[config.mk]
export PLATFORM = sky130hd
export DESIGN_NAME = clk_div_detect
export DESIGN_NICKNAME = d
export VERILOG_FILES = /design/src/rtl/clk_div_detect_pkg.sv /design/src/rtl/clk_div_detect_edge_sync.sv /design/src/rtl/clk_div_detect.sv
export SDC_FILE = /design/constraint.sdc
export NUM_CORES = 1
export LEC_CHECK = 0
export BUFFER_PORTS_ARGS = -buffer_cell sky130_fd_sc_hd__buf_2
export CORE_MARGIN = 4
export CORE_UTILIZATION = 60
export CTS_CLUSTER_SIZE = 30
export DETAILED_ROUTE_END_ITERATION = 10
export PLACE_DENSITY = 0.79
export SLEW_MARGIN = 15
export SYNTH_ARGS = -nofsm -noshare
export SYNTH_HDL_FRONTEND = slang
export SYNTH_SLANG_ARGS = --single-unit
[constraint.sdc]
create_clock -name clk -period 3.8 [get_ports clk]
set_input_delay 0.76 -clock clk [delete_from_list [all_inputs] [get_ports clk]]
set_output_delay 0.76 -clock clk [all_outputs]
set_load 0.005 [all_outputs]
[src/rtl/clk_div_detect_pkg.sv]
`default_nettype none
// ============================================================================
// clk_div_detect_pkg
// Shared state encoding, counter limits and tolerance helper for the detector.
// Revision: 1.0
// ============================================================================
package clk_div_detect_pkg;

  localparam int         CNT_W   = 9;
  localparam logic [8:0] CNT_MAX = 9'd511;
  localparam logic [8:0] DIV_MAX = 9'd255;

  typedef enum logic [1:0] {
    ST_IDLE    = 2'd0,
    ST_MEASURE = 2'd1,
    ST_CONFIRM = 2'd2,
    ST_LOCKED  = 2'd3
  } state_e;

  // Signed 10-bit difference so an interval shorter than the reference never wraps.
  function automatic logic in_tol(input logic [8:0] c, input logic [7:0] r,
                                  input logic [9:0] tol);
    logic signed [9:0] diff;
    logic        [9:0] mag;
    diff = $signed({1'b0, c}) - $signed({2'b00, r});
    mag  = diff[9] ? 10'(-diff) : 10'(diff);
    return (mag <= tol);
  endfunction

endpackage
`default_nettype wire

[src/rtl/clk_div_detect_edge_sync.sv]
`default_nettype none
// ============================================================================
// edge_sync
// Two-flop synchroniser plus an edge flop; flags both rising and falling edges.
// Revision: 1.0
// ============================================================================
module edge_sync (
  input  logic clk,
  input  logic reset,
  input  logic d_async,
  output logic level,
  output logic edge_det
);

  logic s1_q, s2_q, s3_q;

  always_ff @(posedge clk or posedge reset) begin
    if (reset) begin
      s1_q <= 1'b0;
      s2_q <= 1'b0;
      s3_q <= 1'b0;
    end else begin
      s1_q <= d_async;
      s2_q <= s1_q;
      s3_q <= s2_q;
    end
  end

  assign level    = s2_q;
  assign edge_det = s2_q ^ s3_q;

endmodule
`default_nettype wire

[src/rtl/clk_div_detect.sv]
`default_nettype none
// ============================================================================
// clk_div_detect
// Measures half-periods of an async square wave and recovers the divisor.
// Revision: 1.0
// ============================================================================
module clk_div_detect
  import clk_div_detect_pkg::*;
#(
  parameter int unsigned LOCK_COUNT = 4,
  parameter int unsigned TOL        = 1,
  parameter int unsigned MISS_LIMIT = 2
) (
  input  logic       clk,
  input  logic       reset,
  input  logic       sig_in,
  output logic [7:0] divisor,
  output logic       locked,
  output logic [8:0] interval,
  output logic       interval_valid
);

  localparam logic [4:0] LOCK_N = 5'(LOCK_COUNT);
  localparam logic [4:0] MISS_N = 5'(MISS_LIMIT);
  localparam logic [9:0] TOL_V  = 10'(TOL);

  logic sig_edge;

  edge_sync u_edge_sync (
    .clk      (clk),
    .reset    (reset),
    .d_async  (sig_in),
    .level    (),
    .edge_det (sig_edge)
  );

  state_e           state_q, state_d;
  logic [CNT_W-1:0] cnt_q, cnt_d;
  logic [7:0]       ref_q, ref_d;
  logic [3:0]       match_cnt_q, match_cnt_d;
  logic [3:0]       miss_cnt_q, miss_cnt_d;
  logic [7:0]       divisor_q, divisor_d;
  logic             locked_q, locked_d;
  logic [8:0]       interval_q, interval_d;
  logic             ival_q, ival_d;

  logic       fits, is_match, restart;
  logic [4:0] match_next, miss_next;

  assign fits       = (cnt_q <= DIV_MAX);
  assign is_match   = fits && in_tol(cnt_q, ref_q, TOL_V);
  assign match_next = {1'b0, match_cnt_q} + 5'd1;
  assign miss_next  = {1'b0, miss_cnt_q} + 5'd1;

  always_ff @(posedge clk or posedge reset) begin
    if (reset) begin
      state_q     <= ST_IDLE;
      cnt_q       <= '0;
      ref_q       <= '0;
      match_cnt_q <= '0;
      miss_cnt_q  <= '0;
      divisor_q   <= '0;
      locked_q    <= 1'b0;
      interval_q  <= '0;
      ival_q      <= 1'b0;
    end else begin
      state_q     <= state_d;
      cnt_q       <= cnt_d;
      ref_q       <= ref_d;
      match_cnt_q <= match_cnt_d;
      miss_cnt_q  <= miss_cnt_d;
      divisor_q   <= divisor_d;
      locked_q    <= locked_d;
      interval_q  <= interval_d;
      ival_q      <= ival_d;
    end
  end

  always_comb begin
    state_d     = state_q;
    ref_d       = ref_q;
    match_cnt_d = match_cnt_q;
    miss_cnt_d  = miss_cnt_q;
    divisor_d   = divisor_q;
    locked_d    = locked_q;
    interval_d  = interval_q;
    ival_d      = 1'b0;
    restart     = 1'b0;

    if (sig_edge)
      cnt_d = '0;
    else if (cnt_q == CNT_MAX)
      cnt_d = cnt_q;
    else
      cnt_d = cnt_q + 9'd1;

    if (sig_edge) begin
      if (state_q != ST_IDLE) begin
        interval_d = cnt_q;
        ival_d     = 1'b1;
      end
      case (state_q)
        ST_IDLE:    state_d = ST_MEASURE;
        ST_MEASURE: restart = fits;
        ST_CONFIRM: begin
          if (is_match) begin
            match_cnt_d = match_next[3:0];
            if (match_next >= LOCK_N) begin
              divisor_d  = ref_q;
              locked_d   = 1'b1;
              miss_cnt_d = '0;
              state_d    = ST_LOCKED;
            end
          end else if (fits) begin
            restart = 1'b1;
          end else begin
            state_d = ST_MEASURE;
          end
        end
        ST_LOCKED: begin
          if (is_match) begin
            miss_cnt_d = '0;
          end else begin
            miss_cnt_d = miss_next[3:0];
            if (miss_next >= MISS_N) begin
              locked_d = 1'b0;
              if (fits)
                restart = 1'b1;
              else
                state_d = ST_MEASURE;
            end
          end
        end
        default: state_d = ST_IDLE;
      endcase
    end else if ((state_q != ST_IDLE) && (cnt_d == CNT_MAX)) begin
      // Carrier stopped: drop lock but keep the last divisor for reuse.
      state_d  = ST_IDLE;
      locked_d = 1'b0;
    end

    // A fresh reference counts as the first matching interval.
    if (restart) begin
      ref_d       = cnt_q[7:0];
      match_cnt_d = 4'd1;
      if (LOCK_N <= 5'd1) begin
        divisor_d  = cnt_q[7:0];
        locked_d   = 1'b1;
        miss_cnt_d = '0;
        state_d    = ST_LOCKED;
      end else begin
        state_d = ST_CONFIRM;
      end
    end
  end

  assign divisor        = divisor_q;
  assign locked         = locked_q;
  assign interval       = interval_q;
  assign interval_valid = ival_q;

endmodule
`default_nettype wire

### Word level (Yosys, flattened, before mapping)

Index checks and enable logic that the tools add are counted.

| storage, ports and cells | value |
|---|---|
| output and inout bits | 19 |
| input port bits | 3 |
| bits in registers | 49 |
| word-level logic and storage cells | 89 |

| cells by class | value |
|---|---|
| equal/unequal tests | 16 |
| mux-type cells | 35 |
| $lt $le $gt $ge | 4 |
| reduce and logical (&&, ||, !) cells | 16 |
| add/subtract/negate cells | 5 |
| bitwise gates (word level) | 1 |

Operator list:

| kind | count |
|---|---|
| $mux 4 | 7 |
| $eq 9x9->1 const B | 2 |
| $mux 9 | 2 |
| $mux 2 | 8 |
| $mux 1 | 13 |
| $ne 3x3->1 const B | 4 |
| $reduce_bool 2->1 | 6 |
| $add 4x1->5 const B | 2 |
| $le 10x1->1 const B | 1 |
| $mux 10 | 1 |
| $neg 10->10 | 1 |
| $sub 9x8->10 | 1 |
| $add 9x1->9 const B | 1 |
| $le 9x8->1 const B | 1 |
| $ne 4x4->1 const B | 2 |
| $pmux 4 s2 | 1 |
| $reduce_and 4->1 | 2 |
| $pmux 2 s3 | 1 |
| $reduce_and 6->1 | 1 |
| $ge 5x2->1 const B | 1 |
| $ge 5x3->1 const B | 1 |
| $ne 5x1->1 const B | 1 |
| $ne 5x5->1 const B | 1 |
| $reduce_and 5->1 | 1 |
| other kinds (12) | 15 |

### Longest topological paths before layout

Gate-level depths: netlist (run 1).

| logic depth | value |
|---|---|
| depth after elaboration | 10 |
| gate-level depth with buffers | 14 |

### Modules after synthesis

From an unflattened synthesis (run 1), not the netlist that was laid out.

| unflattened totals | value |
|---|---|
| cells, all modules | 350 |
| area total of the unflattened synthesis | 3,186.8 um2 |

Modules (own cells, without submodules):

| module | area an instance (um2) | cells an instance | instances |
|---|---|---|---|
| clk_div_detect | 3,099.2 | 345 | 1 |
| edge_sync | 87.6 | 5 | 1 |

### Least setup slack after synthesis (run 1)

No wires, ideal clock.

| path | value |
|---|---|
| kind | register to register |
| start | register cnt_q[0] |
| end | register ref_q[2] |
| stages on the path, launching flop included | 15 |
| arrival | 3.339 ns |
| period minus slack after synthesis | 3.464 ns |
| buffers on the path | 1 |
| setup time | 0.125 ns |
| data required time | 3.675 ns |
| setup slack | 0.336 ns |
| path through | dfrtp_1 > inv_1 > ha_1 > fa_1 > nand2b_1 > a2111o_1 > o211ai_1 > a211oi_2 > a211oi_1 > a31oi_1 > and4_4 > a311o_1 > nand2b_4 > buf_6 > mux2_4 |

| on the way | value |
|---|---|
| cells in the longest elaborated chain, start to end | 8 |

Ends and longest elaborated chain:

| what | line | source |
|---|---|---|
| start, declared | clk_div_detect.sv:38 | `logic [CNT_W-1:0] cnt_q, cnt_d;` |
| start signal, assigned | clk_div_detect.sv:68 | `cnt_q <= cnt_d;` |
| $sub 9x8->10 | clk_div_detect_pkg.sv:25 | `diff = $signed({1'b0, c}) - $signed({2'b00, r});` |
| $neg 10->10 | clk_div_detect_pkg.sv:26 | `mag = diff[9] ? 10'(-diff) : 10'(diff);` |
| $mux 10 | clk_div_detect_pkg.sv:26 |  |
| $le 10x1->1 | clk_div_detect_pkg.sv:27 | `return (mag <= tol);` |
| $logic_and 1x1->1 | clk_div_detect.sv:51 | `assign is_match = fits && in_tol(cnt_q, ref_q, TOL_V);` |
| $mux 1 (on tied branches) | clk_div_detect.sv:121, clk_div_detect.sv:106 |  |
| $pmux 1 s3 (*) | clk_div_detect.sv:102 | `case (state_q)` |
| $mux 1 (*) | clk_div_detect.sv:97 | `if (sig_edge) begin` |
| end signal, assigned | clk_div_detect.sv:69 | `ref_q <= ref_d;` |
| end, declared | clk_div_detect.sv:39 | `logic [7:0] ref_q, ref_d;` |

Every way passes the cells marked *; elsewhere a longest branch is shown, timed or not.
A chain may end at the register's enable or synchronous reset.

### Worst setup path in the final report (run 1)

| path | value |
|---|---|
| start | register cnt_q[0] |
| end | register ref_q[3] |

The elaborated chain is that of the path after synthesis.

==> results of run 1 <==
-- flip-flops by register name (all words and copies together), names as in the netlist --
signal / cells
interval_valid: 1
locked: 1
state_q: 2
u_edge_sync.s3_q: 1
u_edge_sync.s1_q: 1
divisor: 8
u_edge_sync.level: 1
cnt_q: 9
match_cnt_q: 4
miss_cnt_q: 4
ref_q: 8
interval: 9
-- through the flow --
step / setup TNS, ns / setup slack, ns / util / total power (uW)
floorplan: 0 / 0.336 / - / 1500
global placement: 0 / 0.258 / 0.676 / 1700
detailed placement: 0 / 0.125 / 0.676 / 1720
CTS: 0 / 0.0650 / 0.700 / 2120
global route: -0.0251 / -0.0159 / 0.709 / 2350
finish: 0 / 0.123 / 0.709 / 2180
-- power groups by stage --
stage	registers [uW]	clock network [uW]	logic [uW]
after global placement	677	0	1020
after CTS	673	393	1050
after detailed placement	682	0	1040
final	674	385	1120
after global routing	685	414	1250
after floorplan	656	0	845
-- worst register-to-register path, stage by stage (launching register included) --
cell and delay (ns):
dfrtp_2 0.42, inv_1 0.09, ha_1 0.22, fa_1 0.42, nand2b_1 0.23, a2111o_1 0.39, o211ai_1 0.21, a211oi_2 0.12
a211oi_1 0.28, a31oi_1 0.07, and4_4 0.23, a311o_1 0.32, nand2b_4 0.22, mux2_4 0.35
-- cells by family (layout without fill, tap and decap cells) --
group | Yosys count | after routing | share of synthesized area
adder cells (fa/ha/maj) | 15 | 15 | 0.0652
buffers and inverters | 29 | 62 | 0.0401
multiplexers | 26 | 26 | 0.104
AND/OR/NAND/NOR | 103 | 103 | 0.171
AO/OA/AOI/OAI | 69 | 69 | 0.163
XOR/XNOR | 16 | 16 | 0.0468
flip-flops | 49 | 49 | 0.410
-- metal layers --
layer	vias up	part of all wire
met5	-	0
met4	0	0.017
met1	1188	0.45
met2	46	0.50
met3	10	0.032
li1	1165	-
-- repair_timing --
| item | 4_1_cts | 5_1_grt |
|---|---|---|
| resized for setup | 0 | 7 |
| setup endpoints to repair | 0 | 17 |
| endpoints found under the hold margin | 0 | 0 |
| setup buffers | 0 | 2 |
-- final cells by class --
type                       instances  share of cell area
inverter                          20              0.0221
clock inverter                     1             0.00885
clock buffer                       7              0.0255
sequential                        49               0.362
tap                               67              0.0247
multi-input combinational        229               0.494
timing repair buffer              34              0.0634
-- path summary, 6_finish.rpt --
check	startpoint	endpoint	slack [ns]	cells after the start
worst min register to register	u_edge_sync.s1_q$_DFF_PP0_	u_edge_sync.level$_DFF_PP0_	0.36	0
worst max-delay path	cnt_q[0]$_DFF_PP0_	ref_q[3]$_DFFE_PP0P_	0.12	13
min in group asynchronous	reset	match_cnt_q[3]$_DFFE_PP0P_	0.69	2
worst max register to register	cnt_q[0]$_DFF_PP0_	ref_q[3]$_DFFE_PP0P_	0.12	13
max in group asynchronous	reset	cnt_q[0]$_DFF_PP0_	2.42	2
worst min-delay path	u_edge_sync.s1_q$_DFF_PP0_	u_edge_sync.level$_DFF_PP0_	0.36	0
-- cell usage in the layout (no fill, tap or decap), drive strengths merged, types with 10 or more instances in the layout --
master   n
nor2    31
dfrtp   49
nand2   24
ha      14
nand3   11
mux2    23
a21oi   13
o21ai   19
inv     20
xnor2   10
buf     34
==> out/results.txt, run 1 <==
Status: complete, no violations
CTS HTree Levels: 2
CTS Hold Bufs: 0
Met1 Use GR: 0.310
Die Y: 78.6 microns
Ranking of synthesized cells by area: dfrtp_1 (41%), mux2_2 (6.4%), ha_1 (5.9%)
Int Pwr: 1300 uW
Most frequent cell after synthesis: dfrtp_1
GR met3 Demand/Resource: 0.0378
Root Driver: clkbuf_8
Number of antenna violations at the first check in global routing: 0
Clock Skew: 0.00840 ns
IO Count: 22
Max Cap Viol: 0
Seq pwr share: 0.310
I/O Buffers: 21
Final critical-path share of the clock period: 0.968
Clk_lat worst skew: 0.30 ns
Avg WL per Cell: 16.0 microns
Total global routing overflow: 0
FILL cells: 367
Synth top area share: 0.410
Pins Over Slew Limit: 0
Min Tclk post-route: 3.68 ns
NumNets Final: 357
Crit path max fanout: 9
Asr flop ratio synth: 1.00
Cells after Synth: 307
Post-Route WL: 6490 microns
Dpl cell area: 0.00323 sq mm
Die area: 0.00618 sq mm
Crit-path max cell delay: 0.42 ns
Starting density of the core: 0.626
Vias post-DR: 2409
# DRC: 0
Ys flop type: dfrtp_1
Ys Warns: 0
Slew @ Worst Pin: 1.00 ns
Required @ worst endpoint: 3.99 ns
Setup violations, final: 0
Post-Syn Area: 0.00299 sq mm
Clock Power Share: 0.177
Worst path cell trace: inv_1 -> ha_1 -> fa_1 -> nand2b_1 -> a2111o_1 -> o211ai_1 -> a211oi_2 -> a211oi_1 -> a31oi_1 -> and4_4 -> a311o_1 -> nand2b_4 -> mux2_4
Worst slew margin: 0.333
Area Overhead vs Synth: 13.3%
P_leak: 0.00160 uW
Startpoint Class: flop
Area leader, netlist: dfrtp_1
Area occupied by multi-input gates: 0.00167 sq mm
TritonCTS Sinks: 49
Num CTS Buffers: 5
Syn avg cell area: 9.75 sq um
GR peak layer: met2
Synth cell types: 54
Mapped Nets: 325
Final Hold Fails: 0
Arrival @ worst endpoint: 3.87 ns
Clock tree from TritonCTS: done
Switching Power: 873 uW
WHS: 0.361 ns
CORE AREA: 0.00479 sq mm
Placed Instances: 397
First-pass GRT wire length: 11200 microns
Post-route cell area: 0.00339 sq mm
Crit path max-delay family: compound AO/OA/AOI/OAI gates
Worst vdd ir: 0.341 mV
PD cells: 641 mW/mm^2
Synth cell count leaders: dfrtp_1 (49), nor2_1 (30), nand2_1 (24), inv_1 (20), o21ai_0 (19)
Switching share of power: 0.401
GR Util All Layers: 0.230
Largest net degree at the start of global routing: 50
HPWL after DPL: 4730 microns
Fmax: 272 MHz
Part of the power in combinational logic: 0.513
Buf/Inv on CP: 1
DRT iter0 DRCs: 168
Max Root-Sink Buffers: 2
Synth Register Bits: 49
Layout cells sized above 1: 0.244
Final ANT Viol Nets: 0
Row cnt: 25
Antenna diodes: 0
Routability Congestion: 0.839
Post-route insts no fill: 407
Clk pin slew, worst setup/hold paths: 0.09 ns
CP max stage cell: dfrtp_2
Sequential Area: 0.00123 sq mm
Vias in the first global route: 2375
Post-synth EDFFs: 0
Crit path kind: reg2reg
HP Class: reg2reg
Width of the die: 78.6 microns
Sequential area share after synthesis: 0.410
M2 GR Usage: 0.374
Critical Path End Type: flop
Via density: 5.92
Router iterations before antenna repair: 4
Power figures use the tool's default switching activity.
==> inputs of run 2 (changes only) <==
- clock period: 3.8 -> 3.65 ns (I/O delays scaled with it)
==> out/results.txt, run 2 (synthesis gave the netlist of run 1 again) <==
Starting density of the core: 0.626 (unchanged)
First-pass GRT wire length: 11200 microns (about the same)
PnR Total Power: 2220 uW (+1.9%)
Final Hold Fails: 0 (unchanged)
CTS Hold Bufs: 0 (unchanged)
Flop2flop setup slack: 0.17 ns (+0.04 ns)
# DRC: 0 (unchanged)
Root Driver: clkbuf_8
Commonest non-fill, non-tap cell in the layout: dfrtp_1
TritonCTS Sinks: 49 (unchanged)
Setup violations, final: 0 (unchanged)
FILL cells: 354 (-3.5%)
Logic depth of the worst setup path including buffers: 11 (-2)
Highest Signal Layer: met4
Antenna diodes: 0 (unchanged)
HPWL after DPL: 4740 microns (+0.37%)
Worst vdd ir: 0.391 mV (+15%)
WHS: 0.359 ns (-0.00194 ns)
Buf/Inv on CP: 0 (-1)
Met3 WL post-DR: 239 microns (+14%)
Reg-to-reg critical path startpoint: cnt_q[3]$_DFF_PP0_
Routability Congestion: 0.828 (-1.3%)
Post-route cell area: 0.00341 sq mm (+0.41%)
Min Tclk post-route: 3.48 ns (-0.192 ns)
Area Overhead vs Synth: 13.7%
Metal2 WL: 3040 microns (-6.2%)
Slew @ Worst Pin: 0.994 ns (-0.00547 ns)
NumNets Final: 360 (+0.84%)
Avg WL per Cell: 15.9 microns (-0.49%)
Clock tree from TritonCTS: done
Max Root-Sink Buffers: 2 (unchanged)
Final critical-path share of the clock period: 0.955 (-0.0129)
Clk pin slew, worst setup/hold paths: 0.09 ns (about the same)
Crit path max fanout: 9 (unchanged)
RSZ-0062 raised after global routing: yes
Placed Instances: 399 (+0.50%)
Reg2reg path depth: 11 (-2)
Num CTS Buffers: 5 (unchanged)
Worst slew margin: 0.336 (+0.00365)
Total global routing overflow: 0 (unchanged)
Number of antenna violations at the first check in global routing: 0 (unchanged)
Crit path kind: reg2reg
P_leak: 0.00161 uW (+0.43%)
Dpl cell area: 0.00325 sq mm (+0.46%)
Startpoint Class: flop
Fmax: 287 MHz (+5.5%)
Vias post-DR: 2420 (+0.46%)
CP max stage cell: ha_1
Post-route insts no fill: 409 (+0.49%)
CTS HTree Levels: 2 (unchanged)
GR Util All Layers: 0.227 (-0.00257)
Hold Crit Endpoint: u_edge_sync.level$_DFF_PP0_
I/O Buffers: 21 (unchanged)
Row cnt: 25 (unchanged)
Leading cell types in the layout, fill and taps excluded: dfrtp_1 (49), nor2_1 (29), nand2_1 (24)
Crit-path max cell delay: 0.45 ns (+0.03 ns)
Layout cells sized above 1: 0.249 (+0.00442)
Vias in the first global route: 2372 (-0.13%)
Final ANT Viol Nets: 0 (unchanged)
Critical Path End Type: flop
Width of the die: 78.6 microns (unchanged)
Worst path cell trace: ha_1 -> nand2_1 -> a211oi_2 -> a2111oi_4 -> o31ai_4 -> nor3_1 -> or3_1 -> and4_4 -> a311o_1 -> nand2b_4 -> mux2_4
Status: complete, no violations
Post-Route WL: 6490 microns (unchanged)
Arrival @ worst endpoint: 3.68 ns (-0.19 ns)
PD cells: 651 mW/mm^2 (+1.5%)
Crit path max-delay family: compound AO/OA/AOI/OAI gates
DRT iter0 DRCs: 152 (-9.5%)
HP Class: reg2reg
Max Cap Viol: 0 (unchanged)
Via density: 5.92 (about the same)
Worst reg2reg path endpoint: ref_q[5]$_DFFE_PP0P_
Die Y: 78.6 microns (unchanged)
Router iterations before antenna repair: 4 (unchanged)
Required @ worst endpoint: 3.85 ns (-0.14 ns)
IO Count: 22 (unchanged)
Clock Skew: 0.00640 ns (-0.00200 ns)
Hold_sp: u_edge_sync.s1_q$_DFF_PP0_
Pins Over Slew Limit: 0 (unchanged)
Setup TNS: 0 ns (unchanged)
Met1 Wirelength: 3110 microns (+6.1%)
Die area: 0.00618 sq mm (unchanged)
Largest net degree at the start of global routing: 50 (unchanged)
Clk_lat worst skew: 0.31 ns (about the same)
Hold Crit Depth: 0 (unchanged)
CORE AREA: 0.00479 sq mm (unchanged)
==> run 2: changes by cell type in the layout (fill, tap and decap cells not counted), sizes merged <==
cell      change
buf           +3
bufinv        -1
clkbuf        -1
clkinvlp      +1
==> run 2: power breakdown <==
group          leakage (uW)  switching (uW)  internal, uW
registers          0.000653            81.6           616
clock network     0.0000433             178           150
logic              0.000915             666           524
total               0.00161             926          1290
==> run 2: repair_timing <==
item,4_1_cts,5_1_grt
resized for setup,0,7
buffers inserted,0,3
endpoints found under the setup margin,0,18
==> run 2: worst register-to-register path, cell delays in order, from the launching register on <==
cell and delay, ns:
dfrtp_1 0.42, ha_1 0.45, nand2_1 0.14, a211oi_2 0.36, a2111oi_4 0.13, o31ai_4 0.36, nor3_1 0.09, or3_1 0.35
and4_4 0.18, a311o_1 0.33, nand2b_4 0.22, mux2_4 0.35
==> run 2: worst max path at each step <==
stage,slack (ns),from,end
6_report,0.17,cnt_q[3]$_DFF_PP0_,ref_q[5]$_DFFE_PP0P_
4_1_cts,0.09,cnt_q[0]$_DFF_PP0_,divisor[2]$_DFFE_PP0P_
2_1_floorplan,0.19,cnt_q[0]$_DFF_PP0_,ref_q[2]$_DFFE_PP0P_
3_5_place_dp,0.14,cnt_q[0]$_DFF_PP0_,divisor[4]$_DFFE_PP0P_
5_1_grt,-0.007,ref_q[3]$_DFFE_PP0P_,ref_q[6]$_DFFE_PP0P_
3_3_place_gp,0.22,cnt_q[0]$_DFF_PP0_,divisor[7]$_DFFE_PP0P_
==> run 2: final cells by class <==
class,count,area [sq um],share of cell area
Timing Repair Buffer,37,238,0.0698
Sequential cell,49,1230,0.360
Clock buffer,6,82.6,0.0242
Clock inverter,1,7.51,0.00220
Inverter,20,75.1,0.0220
Multi-Input combinational cell,229,1690,0.497
Tap cell,67,83.8,0.0246
==> run 2: per-layer routing <==
| metal | GRT usage | up-vias |
|---|---|---|
| met5 | 0 | - |
| met4 | 0.0699 | 0 |
| met3 | 0.0321 | 11 |
| met2 | 0.368 | 62 |
| met1 | 0.316 | 1183 |
| li1 | - | 1164 |
==> run 2: stage by stage <==
stage,setup slack [ns],util
3_3_place_gp,0.221,0.679
3_5_place_dp,0.142,0.679
4_1_cts,0.0894,0.698
6_report,0.165,0.712
5_1_grt,-0.00721,0.712
2_1_floorplan,0.186,-
==> inputs of run 3 (changes only) <==
- CELL_PAD_IN_SITES_DETAIL_PLACEMENT: unset -> 2
- CELL_PAD_IN_SITES_GLOBAL_PLACEMENT: unset -> 2
- CORE_UTILIZATION: 60 -> 39
- PLACE_DENSITY: 0.79 -> unset
- PLACE_DENSITY_LB_ADDON: unset -> 0.1
==> out/results.txt, run 3 (synthesis gave the netlist of run 1 again) <==
Clk pin slew, worst setup/hold paths: 0.09 ns (about the same)
Switching Power: 1050 uW (+13%)
I/O Buffers: 21 (unchanged)
RSZ-0062 raised after global routing: yes
IO Count: 22 (unchanged)
Largest net degree at the start of global routing: 50 (unchanged)
PD cells: 698 mW/mm^2 (+7.2%)
HP Class: reg2reg
CORE AREA: 0.00737 sq mm (+54%)
Crit path max-delay family: compound AO/OA/AOI/OAI gates
Clock Power Share: 0.151 (+0.003)
Root Driver: clkbuf_8
Width of the die: 95.6 microns (+22%)
Int Pwr: 1460 uW (+13%)
Num CTS Buffers: 5 (unchanged)
Post-Route WL: 8780 microns (+35%)
TritonCTS Sinks: 49 (unchanged)
Setup TNS: 0 ns (unchanged)
Row cnt: 31 (+24%)
Leading cell types in the layout, fill and taps excluded: dfrtp_1 (47), nor2_1 (27), nand2_1 (24), buf_4 (24), buf_2 (21)
Clk_lat worst skew: 0.30 ns (about the same)
Required @ worst endpoint: 3.84 ns (about the same)
Flop2flop setup slack: 0.07 ns (-0.10 ns)
Area occupied by multi-input gates: 0.00176 sq mm (+3.8%)
Slew @ Worst Pin: 1.04 ns (+0.0507 ns)
Pins Over Slew Limit: 0 (unchanged)
Total global routing overflow: 0 (unchanged)
CP max stage cell: dfrtp_1
# DRC: 0 (unchanged)
Layout cells sized above 1: 0.307 (+0.0583)
Max Root-Sink Buffers: 2 (unchanged)
Router iterations before antenna repair: 5 (+1)
Worst vdd ir: 0.240 mV (-39%)
Clock tree from TritonCTS: done
WHS: 0.356 ns (-0.00267 ns)
GR Util All Layers: 0.202 (-0.0252)
Sequential Area: 0.00123 sq mm (+0.20%)
Routability Congestion: 0.787 (-4.9%)
Worst path cell trace: inv_1 -> ha_2 -> nor2_2 -> a211oi_4 -> a2111oi_2 -> buf_4 -> o31ai_4 -> nor3_1 -> or3_1 -> and4_4 -> a311o_1 -> nand2b_2 -> mux2_4
HPWL after DPL: 6420 microns (+35%)
Avg WL per Cell: 19.5 microns (+23%)
Vias post-DR: 2479 (+2.4%)
Final ANT Viol Nets: 0 (unchanged)
DRT iter0 DRCs: 75 (-51%)
Part of the power in combinational logic: 0.568 (+0.031)
Crit-path max cell delay: 0.42 ns (-0.03 ns)
Worst slew margin: 0.302 (-0.0338)
Reg-to-reg critical path startpoint: ref_q[2]$_DFFE_PP0P_
Startpoint Class: flop
Arrival @ worst endpoint: 3.78 ns (+0.10 ns)
Switching share of power: 0.418 (+0.000537)
PnR Total Power: 2510 uW (+13%)
Hold Crit Depth: 0 (unchanged)
Hold Crit Endpoint: u_edge_sync.level$_DFF_PP0_
Via density: 5.50 (-7.1%)
Worst reg2reg path endpoint: ref_q[2]$_DFFE_PP0P_
NumNets Final: 370 (+2.8%)
Commonest non-fill, non-tap cell in the layout: dfrtp_1
Vias in the first global route: 2767 (+17%)
CTS HTree Levels: 2 (unchanged)
Max Cap Viol: 0 (unchanged)
Hold_sp: u_edge_sync.s1_q$_DFF_PP0_
Post-route insts no fill: 451 (+10%)
Crit path max fanout: 7 (-2)
Crit path kind: reg2reg
Min Tclk post-route: 3.58 ns (+0.0999 ns)
Area Overhead vs Synth: 20.0%
Critical Path End Type: flop
P_leak: 0.00167 uW (+3.7%)
Placed Instances: 437 (+9.5%)
Final critical-path share of the clock period: 0.982 (+0.0274)
Antenna diodes: 0 (unchanged)
Die Y: 95.6 microns (+22%)
Clock Skew: 0.00960 ns (+0.00321 ns)
Starting density of the core: 0.406 (-0.219)
CTS Hold Bufs: 0 (unchanged)
Die area: 0.00914 sq mm (+48%)
Number of antenna violations at the first check in global routing: 0 (unchanged)
Seq pwr share: 0.281 (-0.034)
Fmax: 279 MHz (-2.8%)
Setup violations, final: 0 (unchanged)
FILL cells: 798 (+130%)
Final Hold Fails: 0 (unchanged)
First-pass GRT wire length: 14100 microns (+26%)
Reg2reg path depth: 13 (+2)
Buf/Inv on CP: 2 (+2)
Status: complete, no violations
[run 3: changes by cell type in the layout (fill, tap and decap cells not counted), sizes merged]
| cell | change |
|---|---|
| buf | +9 |
| bufinv | +1 |
| clkbuf | -1 |
| clkinv | +1 |
| clkinvlp | -1 |
| nand2b | +1 |
[run 3: power by group through the flow]
stage	clock, uW	combinational [uW]	sequential [uW]
after floorplan	0	880	683
after global placement	0	1130	705
after detailed placement	0	1180	711
after CTS	396	1230	700
after global routing	417	1570	717
final	379	1420	704
[run 3: worst max path at each step]
stage,from,to,cells after the start
floorplan,cnt_q[0]$_DFF_PP0_,ref_q[2]$_DFFE_PP0P_,14
global placement,cnt_q[1]$_DFF_PP0_,match_cnt_q[3]$_DFFE_PP0P_,13
detailed placement,cnt_q[0]$_DFF_PP0_,match_cnt_q[3]$_DFFE_PP0P_,14
CTS,cnt_q[0]$_DFF_PP0_,match_cnt_q[3]$_DFFE_PP0P_,14
global route,cnt_q[0]$_DFF_PP0_,ref_q[2]$_DFFE_PP0P_,13
finish,ref_q[2]$_DFFE_PP0P_,ref_q[2]$_DFFE_PP0P_,13
[run 3: through the flow]
stage	instance area (sq um)	util	setup slack (ns)
2_1_floorplan	2990	-	0.186
3_3_place_gp	3330	0.452	0.0781
3_5_place_dp	3330	0.452	-0.0309
4_1_cts	3460	0.470	0.0567
5_1_grt	3590	0.488	-0.0829
6_report	3590	0.488	0.0653
[run 3: cell type report]
| cell class | count | area share |
|---|---|---|
| Clock inverter | 2 | 0.00975 |
| Clock buffer | 5 | 0.0192 |
| Multi-Input combinational cell | 230 | 0.489 |
| Sequential cell | 49 | 0.342 |
| Inverter | 20 | 0.0209 |
| Timing Repair Buffer | 46 | 0.0850 |
| Tap cell | 99 | 0.0345 |
[run 3: routing by layer]
layer | up-vias | track usage | wire length, microns | share of wire
li1 | 1183 | - | - | -
met1 | 1273 | 0.257 | 3920 | 0.45
met2 | 16 | 0.362 | 4670 | 0.53
met3 | 7 | 0.0268 | 114 | 0.013
met4 | 0 | 0.0450 | 74 | 0.0084
met5 | - | 0 | 0 | 0
[run 3: repair_timing]
item	in CTS	in global routing
pin swaps	1	6
setup endpoints to repair	9	20
resized for setup	5	17
buffers inserted	0	6
gates cloned	0	1
